**config.mk**
```make
export PLATFORM = sky130hd
export DESIGN_NAME = booth_mac_acc
export DESIGN_NICKNAME = d
export VERILOG_FILES = /design/src/rtl/booth_mac_pkg.sv /design/src/rtl/booth_mac_acc_sat_add.sv /design/src/rtl/booth_mac_acc.sv
export SDC_FILE = /design/constraint.sdc
export NUM_CORES = 1
export LEC_CHECK = 0
export ABC_AREA = 1
export BUFFER_PORTS_ARGS = -buffer_cell sky130_fd_sc_hd__buf_4
export CELL_PAD_IN_SITES_DETAIL_PLACEMENT = 1
export CELL_PAD_IN_SITES_GLOBAL_PLACEMENT = 2
export CORE_MARGIN = 2
export CORE_UTILIZATION = 33
export DETAILED_ROUTE_END_ITERATION = 7
export GPL_ROUTABILITY_DRIVEN = 1
export GPL_TIMING_DRIVEN = 0
export PLACE_DENSITY_LB_ADDON = 0.1
export SLEW_MARGIN = 25
export SYNTH_ARGS = -nofsm -noshare
export SYNTH_HDL_FRONTEND = slang
export SYNTH_HIERARCHICAL = 1
export SYNTH_SLANG_ARGS = --single-unit
```
**constraint.sdc**
```tcl
create_clock -name clk -period 6.55 [get_ports clk]
set_input_delay 1.6375 -clock clk [delete_from_list [all_inputs] [get_ports clk]]
set_output_delay 1.6375 -clock clk [all_outputs]
set_load 0.02 [all_outputs]
```
**src/rtl/booth_mac_pkg.sv**
```systemverilog
// booth_mac_pkg: shared types and constants for the Booth MAC accumulator back end.
//   state_e          - frame FSM states
//   TREE_PROD_W      - width of the multiplier tree product
//   DEF_ACC_W        - default accumulator width
//   sat_max/sat_min  - signed extreme values for a width, returned sign-extended to 64 bits
package booth_mac_pkg;

  typedef enum logic [1:0] {
    IDLE  = 2'd0,
    ACCUM = 2'd1,
    HOLD  = 2'd2
  } state_e;

  localparam int unsigned TREE_PROD_W = 20;
  localparam int unsigned DEF_ACC_W   = 24;

  // Largest signed value representable in w bits (w <= 64).
  function automatic logic [63:0] sat_max(input int unsigned w);
    sat_max = (64'd1 << (w - 1)) - 64'd1;
  endfunction

  // Most negative signed value in w bits, sign-extended to 64 bits.
  function automatic logic [63:0] sat_min(input int unsigned w);
    sat_min = ~sat_max(w);
  endfunction

endpackage

```
**src/rtl/booth_mac_acc_sat_add.sv**
```systemverilog
// sat_add: combinational signed saturating adder.
//   a, b - W-bit two's-complement operands
//   sum  - a + b clamped to the signed W-bit range
//   ovf  - high when the clamp was applied
module sat_add
  import booth_mac_pkg::*;
#(
  parameter int unsigned W = DEF_ACC_W
) (
  input  logic [W-1:0] a,
  input  logic [W-1:0] b,
  output logic [W-1:0] sum,
  output logic         ovf
);

  localparam logic [63:0] MaxVal = sat_max(W);
  localparam logic [63:0] MinVal = sat_min(W);

  logic [W:0] wide;

  // One guard bit is enough: the sum of two W-bit values always fits in W+1 bits.
  assign wide = {a[W-1], a} + {b[W-1], b};

  always_comb begin
    sum = wide[W-1:0];
    ovf = 1'b0;
    if (wide[W] != wide[W-1]) begin
      ovf = 1'b1;
      sum = wide[W] ? MinVal[W-1:0] : MaxVal[W-1:0];
    end
  end

endmodule

```
**src/rtl/booth_mac_acc.sv**
```systemverilog
// booth_mac_acc: frame-based signed saturating multiply-accumulate back end.
//   clk, rst_n           - clock, asynchronous active-low reset
//   flush                - synchronous abort of the current frame (top priority)
//   in_valid/in_ready    - product beat handshake; in_prod is the signed product, in_last ends frame
//   out_valid/out_ready  - frame result handshake
//   out_acc              - saturated frame sum
//   out_sat              - saturation occurred somewhere in the frame
//   out_cnt              - beats in the frame, saturating at all-ones
module booth_mac_acc
  import booth_mac_pkg::*;
#(
  parameter int unsigned PROD_W = TREE_PROD_W,
  parameter int unsigned ACC_W  = DEF_ACC_W,
  parameter int unsigned CNT_W  = 8
) (
  input  logic              clk,
  input  logic              rst_n,
  input  logic              flush,
  input  logic              in_valid,
  output logic              in_ready,
  input  logic [PROD_W-1:0] in_prod,
  input  logic              in_last,
  output logic              out_valid,
  input  logic              out_ready,
  output logic [ACC_W-1:0]  out_acc,
  output logic              out_sat,
  output logic [CNT_W-1:0]  out_cnt
);

  state_e             state_q, state_d;
  logic [ACC_W-1:0]   acc_q, acc_d;
  logic               sat_q, sat_d;
  logic [CNT_W-1:0]   cnt_q, cnt_d;

  logic [ACC_W-1:0]   prod_ext;
  logic [ACC_W-1:0]   add_sum;
  logic               add_ovf;
  logic               in_xfer;
  logic               out_xfer;

  assign prod_ext = ACC_W'($signed(in_prod));
  // A beat arriving with flush is dropped even though in_ready may be high.
  assign in_xfer  = in_valid & in_ready & ~flush;
  assign out_xfer = out_valid & out_ready;

  sat_add #(
    .W (ACC_W)
  ) u_sat_add (
    .a   (acc_q),
    .b   (prod_ext),
    .sum (add_sum),
    .ovf (add_ovf)
  );

  // State register.
  always_ff @(posedge clk or negedge rst_n) begin
    if (!rst_n) begin
      state_q <= IDLE;
    end else begin
      state_q <= state_d;
    end
  end

  // Next-state logic.
  always_comb begin
    state_d = state_q;
    unique case (state_q)
      IDLE, ACCUM: if (in_xfer) state_d = in_last ? HOLD : ACCUM;
      HOLD:        if (out_xfer) state_d = IDLE;
      default:     state_d = IDLE;
    endcase
    if (flush) state_d = IDLE;
  end

  // Outputs depend on registered state only, so out_ready never reaches in_ready.
  always_comb begin
    in_ready  = (state_q != HOLD);
    out_valid = (state_q == HOLD);
  end

  // Accumulator, sticky saturation flag and beat counter.
  always_comb begin
    acc_d = acc_q;
    sat_d = sat_q;
    cnt_d = cnt_q;
    unique case (state_q)
      IDLE: begin
        if (in_xfer) begin
          acc_d = prod_ext;
          sat_d = 1'b0;
          cnt_d = CNT_W'(1);
        end
      end
      ACCUM: begin
        if (in_xfer) begin
          acc_d = add_sum;
          sat_d = sat_q | add_ovf;
          if (cnt_q != {CNT_W{1'b1}}) cnt_d = cnt_q + CNT_W'(1);
        end
      end
      HOLD: begin
        if (out_xfer) begin
          acc_d = '0;
          sat_d = 1'b0;
          cnt_d = '0;
        end
      end
      default: begin
        acc_d = '0;
        sat_d = 1'b0;
        cnt_d = '0;
      end
    endcase
    if (flush) begin
      acc_d = '0;
      sat_d = 1'b0;
      cnt_d = '0;
    end
  end

  always_ff @(posedge clk or negedge rst_n) begin
    if (!rst_n) begin
      acc_q <= '0;
      sat_q <= 1'b0;
      cnt_q <= '0;
    end else begin
      acc_q <= acc_d;
      sat_q <= sat_d;
      cnt_q <= cnt_d;
    end
  end

  // Frame registers double as the output registers; out_valid qualifies them.
  assign out_acc = acc_q;
  assign out_sat = sat_q;
  assign out_cnt = cnt_q;

endmodule
```
# ---- After elaboration in Yosys (flattened, before gate mapping)
# Cells that the tools add are included.
dict set report totals {
  reg_bits 35
  input_bits 26
  out_inout_bits 35
  wordCells 50
}
dict set report op_classes {
  addsub 2
  eq_ne 10
  n_mux 24
  bitwise_logic 5
  reduce_logical 5
}
# cell count
set op_table {}
lappend op_table {{$mux W24} 6}
lappend op_table {{$pmux W24 S3} 1}
lappend op_table {{$mux W8} 5}
lappend op_table {{$add A24 B20 Y25} 1}
lappend op_table {{$pmux W8 S3} 1}
lappend op_table {{$ne A3 B3 Y1 const B} 4}
lappend op_table {{$add A8 B1 Y8 const B} 1}
lappend op_table {{$mux W2} 4}
lappend op_table {{$ne A8 B8 Y1 const B} 1}
lappend op_table {{$mux W1} 5}
lappend op_table {{$pmux W2 S2} 1}
lappend op_table {{$reduce_and A4 Y1} 1}
lappend op_table {{$and A1 B1 Y1} 3}
lappend op_table {{$ne A3 B2 Y1 const B} 1}
lappend op_table {{$pmux W1 S3} 1}
lappend op_table {{$reduce_and A3 Y1} 1}
lappend op_table {{$eq A2 B1 Y1 const B} 1}
lappend op_table {{$eq A2 B2 Y1 const B} 1}
lappend op_table {{$logic_not A2 Y1} 1}
lappend op_table {{$ne A2 B2 Y1 const B} 1}
lappend op_table {{$reduce_and A2 Y1} 1}
lappend op_table {{$reduce_or A2 Y1} 1}
lappend op_table {{$ne A1 B1 Y1} 1}
lappend op_table {{$not A1 Y1} 1}
lappend op_table {{$or A1 B1 Y1} 1}

# ---- Depth between registers and ports, before layout
# Gate-level depths: netlist of run 1.
dict set report logic_depth {
  depth_word 7
  depth_mapped 19
  mapped_depth_nobuf 18
}

# ---- Modules after synthesis
# Netlist of run 1, hierarchy kept.
# module instances cells_each area_each_um2 seq_area_each_um2
set modules_own_cells {}
lappend modules_own_cells {booth_mac_acc 1 268 1980.6 875.8}
lappend modules_own_cells {sat_add 1 356 1929.4 0.0}

# ---- Worst setup path before layout of run 1
# No wires, ideal clock.
dict set report synth_path {
  path_kind {input port to flip-flop}
  startpoint {input in_prod[0]}
  endpoint {register acc_q[11] (netlist: out_acc[11])}
  setup_time_ns 0.065
  arrival_time_ns 3.511
  required_time_ns 6.485
  setup_slack_ns 2.974
  path_stages 18
  n_path_buf 1
  path_cell_list {ha_1 -> fa_1 -> nand2_1 -> nand2_1 -> nand3_1 -> nand2_2 -> nand2_2 -> nand3_2 -> nand2_2 -> nand2_2 -> nand3_4 -> buf_6 -> nand2_1 -> nand2_1 -> nand3_1 -> a21oi_1 -> nand2_1 -> nand2_1}
}
dict set report synth_between {
  elab_chain_len 6
  word_cells_on_any_way 7
  cone_classes {add/sub: 1; eq/ne: 1; mux: 5}
}
# item line_no
set synth_lines {}
lappend synth_lines {{from (decl)} booth_mac_acc.sv:21} ;# input logic [PROD_W-1:0] in_prod,
lappend synth_lines {{$add A24 B20 Y25 *} booth_mac_acc_sat_add.sv:22} ;# assign wide = {a[W-1], a} + {b[W-1], b};
lappend synth_lines {{$mux W24 / $ne A1 B1 Y1 (equally long branches)} {booth_mac_acc_sat_add.sv:29, booth_mac_acc_sat_add.sv:27}}
lappend synth_lines {{$mux W24 *} booth_mac_acc_sat_add.sv:27} ;# if (wide[W] != wide[W-1]) begin
lappend synth_lines {{net add_sum[11]} booth_mac_acc.sv:36} ;# logic [ACC_W-1:0] add_sum;
lappend synth_lines {{$mux W24 *} booth_mac_acc.sv:95} ;# if (in_xfer) begin
lappend synth_lines {{$pmux W24 S3 *} booth_mac_acc.sv:86} ;# unique case (state_q)
lappend synth_lines {{$mux W24 *} booth_mac_acc.sv:114} ;# if (flush) begin
lappend synth_lines {{to (signal assigned)} booth_mac_acc.sv:123} ;# acc_q <= '0;
lappend synth_lines {{to (signal assigned)} booth_mac_acc.sv:127} ;# acc_q <= acc_d;
lappend synth_lines {{to (decl)} booth_mac_acc.sv:31} ;# logic [ACC_W-1:0] acc_q, acc_d;
# Mark *: on every way through the listed nets, which the timed path passes. The rest lies on a longest branch. The select of a mux whose other input is x is not followed.
# A chain may end at the register's enable or synchronous reset.

# ---- Worst setup path in the final report of run 1
dict set report layout_path {
  startpoint {input in_prod[0]}
  endpoint {register acc_q[14] (netlist: out_acc[14])}
}
# The elaborated chain is that of the path after synthesis.

==> flow_metrics.py, run 1 <==
metrics = {
    "status": {
        "status": "finished, final reports clean",
    },
    "final_layout": {
        "design_area_um2": 4680,
        "final_nets": 742,
        "diodes": 0,
        "finish.utilization": 0.408,
        "drive_gt1_frac": 0.203,
        "area_growth_syn_to_layout_pct": 19.7,
        "final_cell_mix": "nand2_1, buf_4, inv_1, nand3_1, a21oi_1",
        "finalNonFillerCells": 834,
        "final_common_cell": "nand2_1",
    },
    "clock_network": {
        "postCtsSetupBuffers": 0,
        "htree_levels": 2,
        "cts_tree": "yes",
        "cts.sinks": 35,
        "cts_resized": 0,
        "clock_path_buffers": 2,
        "root_buffer": "clkbuf_16",
        "clk_latency_ns": 0.30,
        "path_clk_slew_ns": 0.06,
        "holdBufCountCts": 0,
        "cts_buffers": 5,
    },
    "setup_path": {
        "crit_type": "input pin to flip-flop",
        "cp.required_ns": 6.78,
        "cp_common_cell": "nand2_1",
        "crit_path_start_kind": "input pin",
        "reg2reg_depth": 18,
        "worstSetupEndpoint": "out_acc[14]",
        "end_kind": "flip-flop",
        "arrival_ns": 4.09,
        "r2r-end": "out_acc[14]",
        "crit_slowest_cell": "fa_1",
        "slowest_delay_ns": 0.46,
        "crit_chain": "buf_4, ha_1, fa_1, nand2_1, nand2_1, nand3_1, nand2_2, nand2_2, nand3_2, nand2_2, nand2_2, nand3_4, buf_6, nand2_1, nand2_1, nand3_1, a21oi_1, nand2_1, nand2_1",
        "reg2reg_from": "out_acc[0]",
        "startpoint": "in_prod[0]",
        "ff2ff_setup_slack_ns": 3.72,
        "cp_max_fo": 10,
    },
    "logic_synthesis": {
        "syn-num-nets": 676,
        "synth_seq_area_share": 0.224,
        "synth_xor_xnor_area_share": 0.0336,
        "synth_seq_cells": 35,
        "synth-adder-area-share": 0.0851,
        "synth_top_area_frac": 0.233,
        "synthTopCellsByArea": "nand2_1, dfrtp_1, ha_1",
        "synth_cells": 624,
        "synth_top_family_by_area": "simple AND/OR/NAND/NOR gates",
        "synth_compound_area_frac": 0.129,
        "syn_area_um2": 3910,
        "syn_area_per_cell_um2": 6.27,
        "yosys.area_share.simple": 0.432,
        "muxShareOfSynthArea": 0,
        "ys_warn_count": 6,
        "yosysTopAreaCell": "nand2_1",
        "synth_cell_type_count": 37,
    },
    "drt": {
        "drtIter0Drc": 166,
        "met3_length_um": 427,
        "routed_via_density": 5.05,
        "met1_length_mm": 6.53,
        "wl_per_cell_um": 15.9,
        "wirelength_mm": 13.2,
        "vias": 4211,
        "ant_nets": 0,
        "top_layer_used": "met4",
        "dr.pass1.iters": 4,
        "wl_met2_mm": 6.13,
        "drc": 0,
    },
    "global_routing": {
        "grt_pass1_wl_mm": 22.5,
        "grt-ovfl-total": 0,
        "grt_antenna_before_repair": 0,
        "grt_max_degree": 36,
        "grt_use_total": 0.218,
        "grt_pass1_vias": 4379,
    },
    "power": {
        "leakage_uw": 0.00256,
        "ir_worst_vdd_mv": 0.0951,
        "powerDensity_nw_per_um2": 227,
    },
    "placement": {
        "dp_cells": 826,
        "routabilityCongestion": 0.882,
        "place_hpwl_mm": 10.8,
        "dpl_cell_area_um2": 4530,
        "port_buffers": 59,
    },
    "timing": {
        "worst_pin_slew_ns": 0.624,
        "period_share": 0.588,
        "rsz0062_at_grt": "false",
        "max_freq_mhz": 259,
        "slew_violations": 0,
        "post-route-min-period_ns": 3.85,
        "tns_ns": 0,
        "finalHoldViolations": 0,
        "setup_viol": 0,
        "fin_skew_ns": 0.00466,
        "relSlewSlack": 0.580,
    },
    "floorplanning": {
        "ios": 61,
        "core-area_um2": 11500,
        "rows": 39,
        "die_area_um2": 12700,
        "die_h_um": 113,
        "die_x_um": 113,
        "start_util": 0.341,
    },
    "run": {
        "max_cap_violations": 0,
    },
    "worst_hold_path": {
        "min_path_type": "flip-flop to flip-flop",
    },
}
==> through the flow <==
stage	power, uW	hold WS, ns	setup slack (ns)
final	1060	0.512	2.70
after floorplan	647	0.598	2.97
after global routing	1150	0.535	2.45
after CTS	1080	0.517	2.66
after detailed placement	816	0.502	2.39
after global placement	809	0.489	2.44
==> registers in the layout (all words and copies together), names as in the netlist <==
register  flops
out_cnt       8
out_acc      24
out_sat       1
state_q       2
==> area by class of cell <==
class / count / area (um^2)
Buffer: 19 / 146
Clock buffer: 5 / 125
Clock inverter: 3 / 23.8
Fill cell: 1513 / 6790
Inverter: 61 / 229
Multi-Input combinational cell: 509 / 2660
Sequential cell: 35 / 876
Tap cell: 143 / 179
Timing Repair Buffer: 59 / 443
==> synthesized netlist by cell type (all sizes together) <==
library cell	n
nand2	272
inv	61
nand3	50
a21oi	48
nor2	43
dfrtp	35
ha	25
o21ai	24
buf	13
nand4	13
o21bai	8
xnor2	8
xor2	7
clkbuf	6
a31oi	2
and3	2
or2	2
a22oi	1
a31o	1
and2	1
fa	1
o21a	1
==> power breakdown <==
part / internal (uW) / switching, uW / total [uW] / leakage, uW
sequential: 238 / 21.6 / 260 / 0.000465
clock: 142 / 109 / 252 / 0.0000664
combinational: 201 / 351 / 552 / 0.00203
==> how the worst min path moves through the flow <==
stage | cells past startpoint | endpoint | slack [ns] | start
after detailed placement | 2 | out_acc[5] | 0.50 | out_acc[5]
after global placement | 2 | out_acc[5] | 0.49 | out_acc[5]
final | 2 | out_acc[20] | 0.51 | out_acc[20]
after floorplan | 2 | out_acc[2] | 0.60 | out_acc[2]
after global routing | 2 | out_acc[20] | 0.54 | out_acc[20]
after CTS | 2 | out_acc[5] | 0.52 | out_acc[5]
==> critical path, delay by kind of cell <==
kind | cells | cell delay (ns)
and+or+nand+nor | 14 | 1.26
adders and majority gates | 2 | 0.68
buffers and inverters | 2 | 0.29
AOI/OAI and AO/OA | 1 | 0.18
==> kinds of logic after synthesis <==
family / count (synthesis)
adder cells (fa/ha/maj): 26
AO/OA/AOI/OAI: 85
AND/OR/NAND/NOR: 383
XOR/XNOR: 15
buffers and inverters: 80
flip-flops: 35
==> routing by layer <==
layer  up-vias  track usage
li1       2128            -
met1      2014        0.302
met2        61        0.365
met3         8       0.0305
met4         0       0.0439
met5         -            0
No activity file was read; power rests on OpenSTA's default activity.
==> run 2, diff against run 1 <==
- ABC_AREA: 1 -> 0
- CORE_UTILIZATION: 33 -> 31
- clock period: 6.55 -> 3.3 ns (I/O delays scaled with it)
==> flow_metrics.py, run 2 <==
metrics = {
    "logic_synthesis": {
        "yosys-top-cells-count": "nand2_1, a21oi_1, dfrtp_1",
        "yosysTopAreaCell": "dfrtp_1",
        "synth_seq_cells": 35,
        "synthTopCellsByArea": "dfrtp_1, ha_1, a21oi_1",
        "synth_edf_count": 0,
        "synth_cell_type_count": 69,
        "ys_warn_count": 6,
        "synth_ff_type": "dfrtp_1",
        "synth_top_area_frac": 0.236,
        "synth_seq_area_share": 0.236,
        "syn_area_um2": 3710,
        "synth_cells": 456,
        "synthArstFlopShare": 1.00,
        "syn-num-nets": 508,
        "syn_area_per_cell_um2": 8.13,
        "yosysMostFrequentCell": "nand2_1",
    },
    "clock_network": {
        "clock_path_buffers": 2,
        "root_buffer": "clkbuf_16",
        "htree_levels": 2,
        "path_clk_slew_ns": 0.06,
        "clk_latency_ns": 0.29,
        "cts_tree": "yes",
        "cts_buffers": 5,
        "cts.sinks": 35,
        "holdBufCountCts": 0,
    },
    "power": {
        "finalPower_uw": 2390,
        "switching_share": 0.422,
        "powerDensity_nw_per_um2": 477,
        "p_switching_uw": 1010,
        "ir_worst_vdd_mv": 0.206,
        "pwr-share-clk": 0.238,
        "pwr-share-seq": 0.216,
        "leakage_uw": 0.00209,
        "p_int_uw": 1380,
        "pwr-share-comb": 0.547,
    },
    "global_routing": {
        "grt_max_degree": 36,
        "grt-ovfl-total": 0,
        "grt_pass1_vias": 4145,
        "grt_pass1_wl_mm": 22.2,
        "grt_antenna_before_repair": 0,
        "grt_use_total": 0.220,
    },
    "timing": {
        "setup_viol": 12,
        "finalHoldViolations": 0,
        "fin_hold_ws_ns": 0.496,
        "relSlewSlack": 0.420,
        "rsz0062_at_grt": "true",
        "post-route-min-period_ns": 3.38,
        "fin_skew_ns": 0.00512,
        "worst_slack_ns": -0.0814,
        "worst_pin_slew_ns": 0.869,
        "max_freq_mhz": 296,
        "slew_violations": 0,
        "period_share": 1.02,
    },
    "setup_path": {
        "crit_type": "input pin to flip-flop",
        "cp_max_fo": 8,
        "cp.required_ns": 3.49,
        "crit_path_start_kind": "input pin",
        "end_kind": "flip-flop",
        "arrival_ns": 3.58,
    },
    "run": {
        "max_cap_violations": 0,
    },
    "final_layout": {
        "drive_gt1_frac": 0.308,
        "final_nets": 593,
        "final_common_cell": "buf_4",
        "diodes": 0,
        "largest_register_ffs": 24,
        "area_growth_syn_to_layout_pct": 35.0,
        "final_cell_mix": "buf_4, nand2_1, a21oi_1, dfrtp_1, o31ai_1",
        "num-fill-cells": 1377,
    },
    "placement": {
        "routabilityCongestion": 0.875,
        "port_buffers": 60,
        "place_ws_ns": -0.936,
        "place_hpwl_mm": 10.2,
    },
    "status": {
        "violations": "negative setup slack",
        "status": "complete, but fails checks",
    },
    "drt": {
        "dr.pass1.iters": 4,
        "wirelength_mm": 13.8,
        "routed_via_density": 5.81,
        "vias": 3981,
        "ant_nets": 0,
        "drtIter0Drc": 122,
        "wl_per_cell_um": 20.1,
        "drc": 0,
    },
    "floorplanning": {
        "die_area_um2": 12800,
        "ios": 61,
        "core-area_um2": 11600,
        "die_x_um": 113,
        "rows": 39,
        "start_util": 0.320,
        "die_h_um": 113,
    },
    "worst_hold_path": {
        "min_path_type": "input pin to async pin",
    },
}
-- run 2: repair_timing --
item	in CTS	in global routing
gates resized for setup	49	18
setup endpoints to repair	23	23
buffers inserted	18	4
pin swaps	20	13
-- run 2: cell type report --
class                   instances  area (um^2)  area share
multi-input cells             391         2990       0.598
flip-flops and latches         35          876       0.175
repair buffers                 82          642       0.128
well taps                     143          179      0.0358
clock buffers                   5          125      0.0250
plain buffers                  20          124      0.0248
clock inverters                 3         43.8     0.00875
inverters                       6         22.5     0.00450
-- run 2: layer usage --
metal	share of wire	global-route usage	vias up
met5	0	0	-
met4	0.014	0.0553	0
met3	0.035	0.0364	18
met2	0.49	0.376	71
met1	0.46	0.289	1972
li1	-	-	1920
-- run 2: worst paths after layout --
kind | endpoint | depth (start not counted) | slack (ns) | from
worst min-delay path | out_acc[18] | 1 | 0.50 | rst_n
worst max register to register | out_acc[7] | 12 | 0.04 | out_acc[0]
max in group asynchronous | out_acc[6] | 1 | 2.45 | rst_n
worst max-delay path | out_acc[7] | 13 | -0.08 | in_prod[0]
worst min register to register | out_acc[17] | 2 | 0.51 | out_acc[17]
min in group clk | out_acc[17] | 2 | 0.51 | out_acc[17]
-- run 2: through the flow --
| stage | std cells | utilization | TNS, ns | instance area (um^2) |
|---|---|---|---|---|
| floorplan | 456 | - | -0.0266 | 3750 |
| global route | 685 | 0.433 | -2.97 | 5000 |
| CTS | 681 | 0.424 | -0.0473 | 4910 |
| global placement | 659 | 0.379 | -15.55 | 4380 |
| detailed placement | 659 | 0.379 | -16.87 | 4380 |
| finish | 685 | 0.433 | -0.442 | 5000 |
-- run 2: cells by family (layout without fill, tap and decap cells) --
family | after synthesis | count (layout) | share of synthesized area
adder cells (fa/ha/maj) | 26 | 26 | 0.0898
flip-flops | 35 | 35 | 0.236
XOR/XNOR | 15 | 15 | 0.0354
multiplexers | 23 | 23 | 0.0685
AND/OR/NAND/NOR | 158 | 158 | 0.220
AO/OA/AOI/OAI | 169 | 169 | 0.312
buffers and inverters | 30 | 116 | 0.0375
-- run 2: power by group through the flow --
stage	clock [uW]	combinational, uW	sequential [uW]
2_1_floorplan	0	720	562
3_3_place_gp	0	1100	518
3_5_place_dp	0	1120	520
4_1_cts	588	1260	516
5_1_grt	599	1430	523
6_report	567	1310	515
-- run 2: worst max-delay path, cell delays in order --
cell      delay [ns]
buf_8           0.08
ha_4            0.13
fa_2            0.23
a211oi_2        0.08
o211a_1         0.29
or4b_4          0.60
o211ai_4        0.40
and2_4          0.23
mux2i_4         0.08
buf_6           0.14
o211ai_1        0.11
mux2i_1         0.13
o31ai_1         0.24
==> run 3, diff against run 2 <==
- CAP_MARGIN: unset -> 25
- CTS_BUF_LIST: unset -> sky130_fd_sc_hd__clkbuf_4 sky130_fd_sc_hd__clkbuf_8
==> flow_metrics.py, run 3 (synthesis results as in run 2) <==
metrics = {
    "timing": {
        "setup_viol": 1,
        "tns_ns": -0.0143,
        "post-route-min-period_ns": 3.31,
        "period_share": 1.00,
        "rsz0062_at_grt": "true",
        "relSlewSlack": 0.411,
        "slew_violations": 0,
        "fin_hold_ws_ns": 0.456,
        "max_freq_mhz": 302,
        "worst_slack_ns": -0.0143,
        "worst_pin_slew_ns": 0.884,
        "fin_skew_ns": 0.0140,
        "finalHoldViolations": 0,
    },
    "setup_path": {
        "arrival_ns": 3.50,
        "end_kind": "flip-flop",
        "cp.required_ns": 3.49,
        "crit_type": "input pin to flip-flop",
        "cp_max_fo": 7,
        "crit_path_start_kind": "input pin",
    },
    "power": {
        "powerDensity_nw_per_um2": 461,
        "leakage_uw": 0.00217,
        "ir_worst_vdd_mv": 0.209,
    },
    "status": {
        "violations": "negative setup slack",
        "status": "complete, but fails checks",
    },
    "final_layout": {
        "final_cell_mix": "buf_4, nand2_1, a21oi_1, dfrtp_1, o31ai_1",
        "final_nets": 604,
        "drive_gt1_frac": 0.342,
        "num-fill-cells": 1372,
        "diodes": 0,
        "largest_register_ffs": 24,
        "area_growth_syn_to_layout_pct": 39.9,
        "final_common_cell": "buf_4",
    },
    "floorplanning": {
        "rows": 39,
        "ios": 61,
        "die_x_um": 113,
        "die_h_um": 113,
        "core-area_um2": 11600,
        "start_util": 0.320,
        "die_area_um2": 12800,
    },
    "clock_network": {
        "holdBufCountCts": 0,
        "clock_path_buffers": 2,
        "cts_tree": "yes",
        "root_buffer": "clkbuf_8",
        "clk_latency_ns": 0.32,
        "htree_levels": 2,
        "cts_buffers": 5,
        "cts.sinks": 35,
        "path_clk_slew_ns": 0.09,
    },
    "placement": {
        "place_hpwl_mm": 10.2,
        "routabilityCongestion": 0.875,
        "port_buffers": 60,
    },
    "worst_hold_path": {
        "min_path_type": "input pin to async pin",
    },
    "global_routing": {
        "grt_pass1_wl_mm": 21.9,
        "grt_antenna_before_repair": 0,
        "grt_use_total": 0.218,
        "grt_max_degree": 36,
        "grt-ovfl-total": 0,
        "grt_pass1_vias": 4093,
    },
    "drt": {
        "vias": 4029,
        "drc": 0,
        "ant_nets": 0,
        "dr.pass1.iters": 4,
        "routed_via_density": 5.79,
        "wl_per_cell_um": 20.6,
        "wirelength_mm": 14.4,
        "drtIter0Drc": 109,
    },
    "run": {
        "max_cap_violations": 0,
    },
}
[run 3: changes by cell type in the layout (fill, tap and decap cells not counted), moves of 3 or more]
cell and change:
nand3_2 +3, clkbuf_8 +5, a211oi_2 +4, buf_6 +4, clkbuf_16 -4, nand3_1 -4
o21ai_0 -3, buf_12 +5, a211oi_1 -4
[run 3: final timing paths]
path                             start     endpoint  slack, ns  cells past startpoint
max                         in_prod[5]  out_acc[18]      -0.01                     12
min                              rst_n  out_acc[18]       0.46                      1
max reg2reg                 out_acc[0]  out_acc[18]       0.09                     12
min reg2reg                out_acc[17]  out_acc[17]       0.52                      2
max in group asynchronous        rst_n  out_acc[12]       2.47                      1
min in group clk           out_acc[17]  out_acc[17]       0.52                      2
[run 3: report_power, final]
part	leakage (uW)	internal (uW)	switching, uW
combinational	0.00165	635	813
sequential	0.000464	470	44.2
clock	0.0000581	225	201
[run 3: worst max-delay path, cell delays in order]
cell and delay [ns]:
buf_6 0.10, ha_4 0.29, o211ai_1 0.11, o211a_1 0.32, or4b_4 0.58, o211ai_4 0.23, buf_12 0.16, nor2_4 0.04
mux2i_4 0.23, or3b_1 0.38, mux2i_1 0.14, o31ai_1 0.08
[run 3: cell type report]
type | count | area, um^2 | share of cell area
plain buffers | 20 | 141 | 0.0273
repair buffers | 93 | 810 | 0.156
multi-input cells | 391 | 3050 | 0.587
clock inverters | 3 | 43.8 | 0.00844
clock buffers | 5 | 68.8 | 0.0133
flip-flops and latches | 35 | 876 | 0.169
well taps | 143 | 179 | 0.0345
inverters | 6 | 22.5 | 0.00434
[run 3: layer usage]
| layer | routed length [um] | global-route usage |
|---|---|---|
| met5 | 0 | 0 |
| met4 | 267 | 0.0602 |
| met3 | 412 | 0.0354 |
| met2 | 7120 | 0.374 |
| met1 | 6550 | 0.284 |
[run 3: per-stage QoR]
stage / power [uW] / setup slack, ns / instances / instance area [um^2] / util
floorplan: 1280 / -0.0237 / 456 / 3750 / -
global placement: 1620 / -0.823 / 659 / 4380 / 0.379
detailed placement: 1640 / -0.936 / 659 / 4380 / 0.379
CTS: 2180 / -0.0196 / 672 / 4730 / 0.409
global route: 2540 / -0.167 / 696 / 5190 / 0.448
finish: 2390 / -0.0143 / 696 / 5190 / 0.448
[run 3: repair_timing]
item / 4_1_cts / 5_1_grt
setup endpoints to repair: 23 / 24
pin swaps: 11 / 17
buffers inserted: 9 / 23
resized for setup: 35 / 61
cloned: 0 / 1
